File: src/rtl/upe_bit_serializer.sv
`default_nettype none
// ============================================================================
// Module   : upe_bit_serializer
// Purpose  : Serializes a captured upe result word LSB-first onto an LED line,
//            framed by a one-period start marker and a one-period stop gap.
// Revision : 1.0 - initial release
// ============================================================================
module upe_bit_serializer #(
    parameter int WIDTH     = 64,
    parameter int BIT_TICKS = 101
) (
    input  logic             clk,
    input  logic             rst,
    input  logic             in_valid,
    input  logic [WIDTH-1:0] in_data,
    output logic             in_ready,
    output logic             led_data,
    output logic             led_tick,
    output logic             busy,
    output logic             done
);

    localparam int TICK_W = (BIT_TICKS > 1) ? $clog2(BIT_TICKS) : 1;
    localparam int CNT_W  = $clog2(WIDTH + 1);
    localparam logic [TICK_W-1:0] TICK_LAST = TICK_W'(BIT_TICKS - 1);
    localparam logic [CNT_W-1:0]  BIT_LAST  = CNT_W'(WIDTH - 1);

    typedef enum logic [1:0] {
        IDLE  = 2'd0,
        START = 2'd1,
        SHIFT = 2'd2,
        STOP  = 2'd3
    } state_t;

    state_t             state_q, state_d;
    logic [TICK_W-1:0]  tick_q, tick_d;
    logic [CNT_W-1:0]   bit_q, bit_d;
    logic [WIDTH-1:0]   shreg_q, shreg_d;
    logic               led_q, led_d;
    logic               led_tick_q, led_tick_d;
    logic               done_q, done_d;
    logic               period_end;

    always_ff @(posedge clk or posedge rst) begin
        if (rst) begin
            state_q    <= IDLE;
            tick_q     <= '0;
            bit_q      <= '0;
            shreg_q    <= '0;
            led_q      <= 1'b0;
            led_tick_q <= 1'b0;
            done_q     <= 1'b0;
        end else begin
            state_q    <= state_d;
            tick_q     <= tick_d;
            bit_q      <= bit_d;
            shreg_q    <= shreg_d;
            led_q      <= led_d;
            led_tick_q <= led_tick_d;
            done_q     <= done_d;
        end
    end

    assign period_end = (tick_q == TICK_LAST);

    always_comb begin
        state_d    = state_q;
        tick_d     = tick_q;
        bit_d      = bit_q;
        shreg_d    = shreg_q;
        led_tick_d = led_tick_q;
        done_d     = 1'b0;

        // Every non-idle state advances the period timer and strobes at its end.
        if (state_q != IDLE) begin
            if (period_end) begin
                tick_d     = '0;
                led_tick_d = ~led_tick_q;
            end else begin
                tick_d = tick_q + TICK_W'(1);
            end
        end

        case (state_q)
            IDLE: begin
                if (in_valid) begin
                    shreg_d = in_data;
                    tick_d  = '0;
                    bit_d   = '0;
                    state_d = START;
                end
            end
            START: begin
                if (period_end) state_d = SHIFT;
            end
            SHIFT: begin
                if (period_end) begin
                    shreg_d = shreg_q >> 1;
                    if (bit_q == BIT_LAST) begin
                        bit_d   = '0;
                        state_d = STOP;
                    end else begin
                        bit_d = bit_q + CNT_W'(1);
                    end
                end
            end
            STOP: begin
                if (period_end) begin
                    state_d = IDLE;
                    done_d  = 1'b1;
                end
            end
            default: state_d = IDLE;
        endcase

        // LED level is registered from the upcoming state so it never glitches.
        led_d = (state_d == START) || ((state_d == SHIFT) && shreg_d[0]);
    end

    assign in_ready = (state_q == IDLE);
    assign busy     = (state_q != IDLE);
    assign led_data = led_q;
    assign led_tick = led_tick_q;
    assign done     = done_q;

endmodule
`default_nettype wire

File: config.mk
export PLATFORM = sky130hd
export DESIGN_NAME = upe_bit_serializer
export DESIGN_NICKNAME = d
export VERILOG_FILES = /design/src/rtl/upe_bit_serializer.sv
export SDC_FILE = /design/constraint.sdc
export NUM_CORES = 1
export LEC_CHECK = 0
export CORE_MARGIN = 4
export CORE_UTILIZATION = 35
export CTS_CLUSTER_DIAMETER = 30
export CTS_CLUSTER_SIZE = 40
export DETAILED_ROUTE_END_ITERATION = 8
export SLEW_MARGIN = 10
export SYNTH_ARGS = -nofsm -noshare
export SYNTH_HDL_FRONTEND = slang
export SYNTH_SLANG_ARGS = --single-unit
File: constraint.sdc
create_clock -name clk -period 2.6 [get_ports clk]
set_clock_uncertainty 0.05 [all_clocks]
set_input_delay 0.65 -clock clk [delete_from_list [all_inputs] [get_ports clk]]
set_output_delay 0.65 -clock clk [all_outputs]
set_load 0.02 [all_outputs]
==> qor.yml, run 1 <==
min_path:
  hp-class: "register to register"
sta:
  finalSetupTns_ns: 0
  worst_pin_slew_ns: 0.446
  setup_viol: 0
  rsz0062_at_grt: "no"
  max_freq_ghz: 0.403
  post-route-period-util_pct: 95.5
  slew-limit-headroom_pct: 70.3
  hold_viol_final: 0
  finalMaxSlewViolations: 0
  fin_crit_ns: 2.48
pwr:
  finalPower_mw: 4.18
  ir_drop_mv: 0.312
  total_leakage_power_nw: 2.27
  powerDensity_mw_per_mm2: 868
routing:
  ant_nets: 0
  drtIter0Drc: 178
  drc: 0
  drt-total-wl_mm: 8.01
  wl_per_cell_um: 13.6
  vias: 2869
  dr.pass1.iters: 4
  viasPerCell: 4.86
global_routing:
  grt_pass1_vias: 2954
  antenna_found_initial: 0
  grt_max_degree: 84
  grt_usage_pct: 13.7
  grt_pass1_wl_mm: 14.0
  overflow: 0
die:
  core_mm2: 0.0103
  rows: 37
  die_w_um: 111
  die_area_mm2: 0.0122
  start_util_pct: 35.8
  io_pins: 72
  die_h_um: 111
layout:
  regArea_mm2: 0.00208
  diodes: 0
  post-route-util_pct: 46.8
  nets: 519
  area.growth.synth_to_final_pct: 30.8
  postLayoutCellArea_mm2: 0.00481
  instances_no_fill: 590
  n_fill_cell: 1019
  multi_input_area_mm2: 0.00146
  drive_gt1_share_pct: 7.71
placed_design:
  dp_cells: 574
  post-dp-hpwl_mm: 5.34
  place_area_mm2: 0.00458
  finalWeightedCongestion: 0.750
  portBuffers: 71
cts:
  clk_latency_ns: 0.34
  tritoncts: "yes"
  clock_sinks: 83
  path_clk_slew_ns: 0.09
  cts_resized: 0
  post_cts.repair.setup_buffers: 0
  cts_root_buf: "clkbuf_8"
  hold_buffers: 0
  cts_buffers: 9
  clk_path_buf_depth: 2
  h-tree-depth: 3
worst_setup_path:
  crit_buf_inv: 2
  cp.required_ns: 1.90
  arrival_ns: 1.78
  critical_path.startpoint_type: "register"
  crit_slowest_cell: "clkdlybuf4s50_1"
  end_kind: "output port"
  crit_chain: "or2_2 -> inv_1 -> clkdlybuf4s50_1"
  worstPathMaxFanout: 8
  cp_slowest_stage_delay_ns: 0.60
  path_class: "register to output port"
  crit_family: "buffers and inverters"
outcome:
  outcome: "finished clean"
synthesis:
  synth_nets: 452
  synth-seq-cells: 83
  synth.distinct_cells: 36
  ys.warnings.count: 0
  avgSynthCellArea_um2: 9.63
  syn_inst: 382
  ys_seq_area_share_pct: 56.5
  syn_area_mm2: 0.00368
run:
  maxCapViolCount: 0
power by group:
group / internal, mW / switching [mW] / total (mW)
clock network: 0.597 / 0.474 / 1.07
logic: 0.452 / 0.469 / 0.921
registers: 1.86 / 0.326 / 2.18
total: 2.91 / 1.27 / 4.18
sequential cells by signal, summed over array words and instances, names as in the netlist:
| register | count |
|---|---|
| bit_q | 7 |
| done | 1 |
| led_data | 1 |
| led_tick | 1 |
| shreg_q | 64 |
| state_q | 2 |
| tick_q | 7 |
logic make-up after synthesis:
family | count (synthesis) | synth area share (%)
XOR/XNOR | 9 | 2.14
AND/OR/NAND/NOR | 168 | 18.9
flip-flops | 83 | 56.5
buffers and inverters | 35 | 4.35
AO/OA/AOI/OAI | 84 | 17.1
adder cells (fa/ha/maj) | 3 | 1.02
metrics by stage:
step                      setup WS (ns)  hold slack [ns]
after global routing             0.0189            0.439
after detailed placement          0.244            0.413
after CTS                        0.0857            0.428
after global placement            0.271            0.408
after floorplan                   0.660            0.396
final                             0.116            0.426
synth_stat cells (all sizes together):
cell     number  area share (%)
nand2       134              14
dfrtp        83              56
a22oi        62              13
buf          16             2.4
clkbuf       11             1.1
nor2         11             1.1
inv           8            0.82
a21oi         5            0.78
nand3         5            0.68
xor2          5             1.2
and3          4            0.68
xnor2         4            0.95
and2          3            0.51
ha            3             1.0
o21ai         3            0.41
o31ai         3            0.61
a211o         2            0.48
a22o          2            0.48
nand2b        2            0.34
nand4         2            0.34
o2111ai       2            0.48
or2           2            0.34
a21o          1            0.20
a311oi        1            0.24
a31oi         1            0.17
a41oi         1            0.44
and4b         1            0.27
nor2b         1            0.17
nor3b         1            0.34
nor4bb        1            0.27
o22ai         1            0.17
or3           1            0.17
worst register-to-register path, delay by kind of cell, from the launching register on:
kind | cells | cell delay [ns]
DFF | 1 | 0.42
and+or+nand+nor | 3 | 0.83
adders and majority gates | 1 | 0.16
AOI/OAI and AO/OA | 1 | 0.10
buffers and inverters | 2 | 0.39
layout make-up:
cell class | instances | area share [%]
flip-flops and latches | 83 | 43.2
multi-input cells | 264 | 30.3
repair buffers | 83 | 17.4
well taps | 136 | 3.54
clock buffers | 11 | 3.15
clock inverters | 5 | 1.77
inverters | 8 | 0.702
cells in the final DEF (no fill, tap or decap), types with 2 or more instances in the layout:
| cell | instances |
|---|---|
| ha_1 | 3 |
| clkdlybuf4s50_1 | 71 |
| o31ai_1 | 3 |
| o21ai_0 | 2 |
| and2_1 | 2 |
| bufinv_16 | 2 |
| nand2_1 | 134 |
| xnor2_1 | 4 |
| a211o_1 | 2 |
| inv_1 | 7 |
| nand3_1 | 5 |
| dfrtp_1 | 83 |
| clkinv_4 | 2 |
| a21oi_1 | 4 |
| clkinvlp_4 | 2 |
| xor2_1 | 5 |
| nor2_1 | 11 |
| a22o_1 | 2 |
| buf_4 | 9 |
| buf_12 | 3 |
| or2_2 | 2 |
| and3_1 | 4 |
| a22oi_1 | 62 |
| o2111ai_1 | 2 |
| clkbuf_8 | 11 |
| nand2b_1 | 2 |
| nand4_1 | 2 |
path summary, 6_finish.rpt:
path	from	to	slack (ns)	cells after the start
max in group asynchronous	rst	led_data	1.40	3
worst max-delay path	state_q[0]	in_ready	0.12	3
worst max register to register	tick_q[0]	shreg_q[26]	0.59	7
min in group asynchronous	rst	shreg_q[38]	0.74	3
worst min-delay path	led_tick	led_tick	0.43	1
worst min register to register	led_tick	led_tick	0.43	1
layer usage:
layer / vias to the layer above / part of all wire [%] / wire length [µm] / track usage, %
met5: - / 0 / 0 / 0
met4: 0 / 1.6 / 126 / 4.93
met3: 11 / 4.3 / 346 / 3.45
met2: 59 / 45 / 3590 / 20.6
met1: 1355 / 49 / 3950 / 19.1
li1: 1444 / - / - / -
No activity file was read; power rests on OpenSTA's default activity.
==> run 2: changes to the inputs <==
--- a/config.mk
+++ b/config.mk
@@ -10,7 +10,7 @@
 export CTS_CLUSTER_DIAMETER = 30
 export CTS_CLUSTER_SIZE = 40
 export DETAILED_ROUTE_END_ITERATION = 8
-export SLEW_MARGIN = 10
+export GPL_TIMING_DRIVEN = 0
 export SYNTH_ARGS = -nofsm -noshare
 export SYNTH_HDL_FRONTEND = slang
 export SYNTH_SLANG_ARGS = --single-unit
==> qor.yml, run 2 (synthesis results as in run 1) <==
routing:
  drt-total-wl_mm: 8.52  # +6.3%
  wl_met2_mm: 3.90  # +8.7%
  vias: 2931  # +2.2%
  drc: 0  # unchanged
  wl_met1_mm: 4.15  # +5.0%
  wl_per_cell_um: 14.0  # +3.4%
  wl_met3_um: 387  # +12%
  dr.pass1.iters: 4  # unchanged
  ant_nets: 0  # unchanged
  drtIter0Drc: 114  # -36%
  highest_layer: "met4"
  viasPerCell: 4.83  # -0.70%
global_routing:
  grt_pass1_wl_mm: 14.6  # +4.4%
  grt_usage_pct: 14.3  # +0.66 points
  antenna_found_initial: 0  # unchanged
  grt_max_degree: 34  # -60%
  overflow: 0  # unchanged
  grt_pass1_vias: 3035  # +2.7%
cts:
  clk_latency_ns: 0.35  # about the same
  clock_sinks: 83  # unchanged
  h-tree-depth: 3  # unchanged
  cts_root_buf: "clkbuf_8"
  path_clk_slew_ns: 0.08  # about the same
  cts_buffers: 9  # unchanged
  hold_buffers: 0  # unchanged
  clk_path_buf_depth: 2  # unchanged
  tritoncts: "yes"
layout:
  post-route-util_pct: 47.2  # +0.39 points
  area.growth.synth_to_final_pct: 31.9
  diodes: 0  # unchanged
  nets: 536  # +3.3%
  drive_gt1_share_pct: 8.49  # +0.78 points
  top_register: "shreg_q"
  reg.largest.list: "shreg_q: 64 flops, bit_q: 7 flops, tick_q: 7 flops"
  layout_common_cells: "134 x nand2_1, 83 x dfrtp_1, 69 x clkdlybuf4s50_1"
  largest_reg_flops: 64  # unchanged
  final_common_cell: "nand2_1"
  n_fill_cell: 992  # -2.6%
worst_setup_path:
  crit_slowest_cell: "dfrtp_1"
  crit_chain: "buf_2 -> or2_2 -> clkbuf_1 -> inv_1 -> clkdlybuf4s15_1"
  worstPathMaxFanout: 10  # +2
  worst-r2r-cell-count: 9  # +2
  r2r_end: "shreg_q[62]"
  path_depth: 5  # +2
  arrival_ns: 1.78  # about the same
  cp.required_ns: 1.90  # about the same
  reg2reg_from: "tick_q[0]"
  path_class: "register to output port"
  r2r_slack_ns: 0.34  # -0.25 ns
  cp_slowest_stage_delay_ns: 0.39  # -0.21 ns
  end_kind: "output port"
  crit_family: "buffers and inverters"
  crit_buf_inv: 4  # +2
  critical_path.startpoint_type: "register"
pwr:
  powerDensity_mw_per_mm2: 876  # +0.96%
  total_leakage_power_nw: 2.32  # +1.9%
  ir_drop_mv: 0.280  # -10%
  finalPower_mw: 4.25  # +1.8%
die:
  start_util_pct: 35.8  # unchanged
  core_mm2: 0.0103  # unchanged
  die_w_um: 111  # unchanged
  die_h_um: 111  # unchanged
  rows: 37  # unchanged
  die_area_mm2: 0.0122  # unchanged
  io_pins: 72  # unchanged
outcome:
  outcome: "finished clean"
min_path:
  hold_start: "led_tick"
  holdPathEnd: "led_tick"
  hp-class: "register to register"
  hold_path_depth: 1  # unchanged
sta:
  fin_crit_ns: 2.48  # -0.00441 ns
  worst_pin_slew_ns: 0.728  # +0.282 ns
  max_freq_ghz: 0.403  # +0.18%
  finalMaxSlewViolations: 0  # unchanged
  slew-limit-headroom_pct: 51.2  # -19 points
  setup_viol: 0  # unchanged
  post-route-period-util_pct: 95.4  # -0.17 points
  hold_viol_final: 0  # unchanged
  rsz0062_at_grt: "no"
placed_design:
  portBuffers: 71  # unchanged
  finalWeightedCongestion: 0.778  # +3.6%
  post-dp-hpwl_mm: 5.89  # +10%
run:
  maxCapViolCount: 0  # unchanged
[run 2: changes by cell type in the layout (fill, tap and decap cells not counted), moves of 2 or more]
cell / previous run / this run
buf_4: 9 / 1
buf_2: 0 / 14
clkdlybuf4s50_1: 71 / 69
clkbuf_1: 0 / 11
[run 2: routing by layer]
| layer | global-route usage, % | vias up |
|---|---|---|
| met5 | 0 | - |
| met4 | 5.01 | 0 |
| met3 | 3.84 | 10 |
| met2 | 22.0 | 48 |
| met1 | 19.5 | 1395 |
| li1 | - | 1478 |
[run 2: area by class of cell]
cell class / instances / area [µm²] / area share [%]
buffer: 27 / 130 / 2.68
clock buffer: 10 / 138 / 2.84
clock inverter: 6 / 113 / 2.32
inverter: 8 / 33.8 / 0.696
multi-input combinational: 264 / 1440 / 29.7
sequential: 83 / 2080 / 42.8
tap: 136 / 170 / 3.51
timing repair buffer: 73 / 749 / 15.4
[run 2: how the worst max path moves through the flow]
stage | start | to | slack (ns)
detailed placement | in_valid | shreg_q[5] | -0.22
CTS | state_q[0] | in_ready | 0.06
floorplan | state_q[0] | in_ready | 0.66
global placement | in_valid | shreg_q[4] | -0.23
finish | state_q[1] | in_ready | 0.12
global route | state_q[0] | in_ready | 0.007
[run 2: stage by stage]
stage / hold slack, ns / worst slack, ns / TNS, ns / cell area, µm² / instances
floorplan: 0.396 / 0.660 / 0 / 3680 / 382
global placement: 0.408 / -0.233 / -11.51 / 4560 / 589
detailed placement: 0.413 / -0.218 / -7.74 / 4600 / 591
CTS: 0.429 / 0.0606 / 0 / 4850 / 607
global route: 0.442 / 0.00661 / 0 / 4850 / 607
finish: 0.424 / 0.120 / 0 / 4850 / 607
[run 2: power by group]
| part | internal (mW) | switching, mW |
|---|---|---|
| Combinational | 0.443 | 0.474 |
| Clock | 0.666 | 0.482 |
| Sequential | 1.86 | 0.328 |
| Total | 2.97 | 1.28 |
[run 2: timing repair]
item                                    in CTS  in global routing
endpoints found under the setup margin       2                  1
buffers inserted                             0                  0
resized for setup                            2                  1
[run 2: worst register-to-register path, cell delays in order, from the launching register on]
cell      delay (ns)
dfrtp_1         0.42
inv_1           0.08
ha_1            0.21
and4b_1         0.19
clkbuf_1        0.16
a21oi_2         0.39
buf_2           0.30
buf_2           0.25
nand2_1         0.08
nand2_1         0.07
==> run 3: changes to the inputs <==
--- a/config.mk
+++ b/config.mk
@@ -5,6 +5,7 @@
 export SDC_FILE = /design/constraint.sdc
 export NUM_CORES = 1
 export LEC_CHECK = 0
+export CAP_MARGIN = 20
 export CORE_MARGIN = 4
 export CORE_UTILIZATION = 35
 export CTS_CLUSTER_DIAMETER = 30
==> qor.yml, run 3 (synthesis results as in run 1) <==
outcome:
  outcome: "finished clean"
sta:
  hold_viol_final: 0  # unchanged
  setup_viol: 0  # unchanged
  finalWorstSetupSlack_ns: 0.120  # unchanged
  rsz0062_at_grt: "no"
  finalMaxSlewViolations: 0  # unchanged
  slew-limit-headroom_pct: 51.2  # unchanged
  finalSetupTns_ns: 0  # unchanged
  max_freq_ghz: 0.403  # unchanged
  fin_crit_ns: 2.48  # unchanged
  worst_pin_slew_ns: 0.728  # unchanged
  post-route-period-util_pct: 95.4  # unchanged
die:
  start_util_pct: 35.8  # unchanged
  die_w_um: 111  # unchanged
  core_mm2: 0.0103  # unchanged
  io_pins: 72  # unchanged
  rows: 37  # unchanged
  die_area_mm2: 0.0122  # unchanged
  die_h_um: 111  # unchanged
worst_setup_path:
  worstPathMaxFanout: 10  # unchanged
  crit_slowest_cell: "dfrtp_1"
  crit_chain: "buf_2 -> or2_2 -> clkbuf_1 -> inv_1 -> clkdlybuf4s15_1"
  cp.required_ns: 1.90  # about the same
  r2r_slack_ns: 0.34  # about the same
  reg2reg_from: "tick_q[0]"
  critical_path.startpoint_type: "register"
  worst-r2r-cell-count: 9  # unchanged
  end_kind: "output port"
  arrival_ns: 1.78  # about the same
  cp_slowest_stage_delay_ns: 0.39  # about the same
  r2r_end: "shreg_q[62]"
  path_class: "register to output port"
placed_design:
  dp_slack_ns: -0.218  # unchanged
  place_area_mm2: 0.00460  # unchanged
  portBuffers: 71  # unchanged
  post-dp-hpwl_mm: 5.89  # unchanged
  finalWeightedCongestion: 0.778  # unchanged
cts:
  cts_buffers: 9  # unchanged
  h-tree-depth: 3  # unchanged
  hold_buffers: 0  # unchanged
  clk_path_buf_depth: 2  # unchanged
  cts_root_buf: "clkbuf_8"
  clock_sinks: 83  # unchanged
  clk_latency_ns: 0.35  # about the same
  tritoncts: "yes"
  path_clk_slew_ns: 0.08  # about the same
  post_cts.repair.setup_buffers: 0  # unchanged
layout:
  reg.largest.list: "shreg_q: 64 flops, bit_q: 7 flops, tick_q: 7 flops"
  postLayoutCellArea_mm2: 0.00485  # unchanged
  largest_reg_flops: 64  # unchanged
  post-route-util_pct: 47.2  # unchanged
  n_fill_cell: 992  # unchanged
  drive_gt1_share_pct: 8.49  # unchanged
  layout_common_cells: "134 x nand2_1, 83 x dfrtp_1, 69 x clkdlybuf4s50_1"
  top_register: "shreg_q"
  area.growth.synth_to_final_pct: 31.9  # unchanged
  diodes: 0  # unchanged
  nets: 536  # unchanged
  final_common_cell: "nand2_1"
min_path:
  holdPathEnd: "led_tick"
  hp-class: "register to register"
  hold_path_depth: 1  # unchanged
  hold_start: "led_tick"
routing:
  drc: 0  # unchanged
  wl_per_cell_um: 14.0  # unchanged
  viasPerCell: 4.83  # unchanged
  drtIter0Drc: 114  # unchanged
  vias: 2931  # unchanged
  ant_nets: 0  # unchanged
  dr.pass1.iters: 4  # unchanged
  drt-total-wl_mm: 8.52  # unchanged
run:
  maxCapViolCount: 0  # unchanged
pwr:
  powerDensity_mw_per_mm2: 876  # unchanged
  p_comb_share_pct: 21.6  # about the same
  switching_share_pct: 30.2  # unchanged
  clkPwrFrac_pct: 27.0  # about the same
  finalPower_mw: 4.25  # unchanged
  ir_drop_mv: 0.280  # unchanged
  switchingPower_mw: 1.28  # unchanged
  seq_power_share_pct: 51.4  # about the same
  total_leakage_power_nw: 2.32  # unchanged
  p_int_mw: 2.97  # unchanged
global_routing:
  grt_max_degree: 34  # unchanged
  overflow: 0  # unchanged
  antenna_found_initial: 0  # unchanged
  grt_pass1_vias: 3035  # unchanged
  grt_pass1_wl_mm: 14.6  # unchanged
  grt_usage_pct: 14.3  # unchanged
run 3: power by group through the flow:
stage | registers, mW | clock network (mW) | logic [mW]
6_report | 2.19 | 1.15 | 0.917
4_1_cts | 2.18 | 1.18 | 0.931
2_1_floorplan | 2.14 | 0 | 0.639
3_3_place_gp | 2.20 | 0 | 0.875
3_5_place_dp | 2.21 | 0 | 0.923
5_1_grt | 2.26 | 1.24 | 1.08
run 3: what timing repair did:
action / in CTS / in global routing
resized for setup: 2 / 1
cloned: 0 / 0
endpoints found under the setup margin: 2 / 1
run 3: worst max-delay path, delay by kind of cell, from the launching register on:
family        cells  cell delay (ns)
buf+inv           4             0.76
simple gates      1             0.28
flops             1             0.39
run 3: how the worst max path moves through the flow:
stage	startpoint	end	depth (start not counted)
after CTS	state_q[0]	in_ready	5
after detailed placement	in_valid	shreg_q[5]	7
final	state_q[1]	in_ready	5
after floorplan	state_q[0]	in_ready	4
after global placement	in_valid	shreg_q[4]	7
after global routing	state_q[0]	in_ready	5
run 3: metrics by stage:
stage          cells  hold slack (ns)
2_1_floorplan    382            0.396
3_3_place_gp     589            0.408
3_5_place_dp     591            0.413
4_1_cts          607            0.429
5_1_grt          607            0.442
6_report         607            0.424
run 3: routing by layer:
metal / vias up / share of wire (%) / GRT usage, %
met2: 48 / 46 / 22.0
met3: 10 / 4.5 / 3.84
met5: - / 0 / 0
li1: 1478 / - / -
met4: 0 / 0.99 / 5.01
met1: 1395 / 49 / 19.5
run 3: area by class of cell:
class	count	area, µm²	area share (%)
plain buffers	27	130	2.68
clock buffers	10	138	2.84
clock inverters	6	113	2.32
inverters	8	33.8	0.696
multi-input cells	264	1440	29.7
flip-flops and latches	83	2080	42.8
well taps	136	170	3.51
repair buffers	73	749	15.4
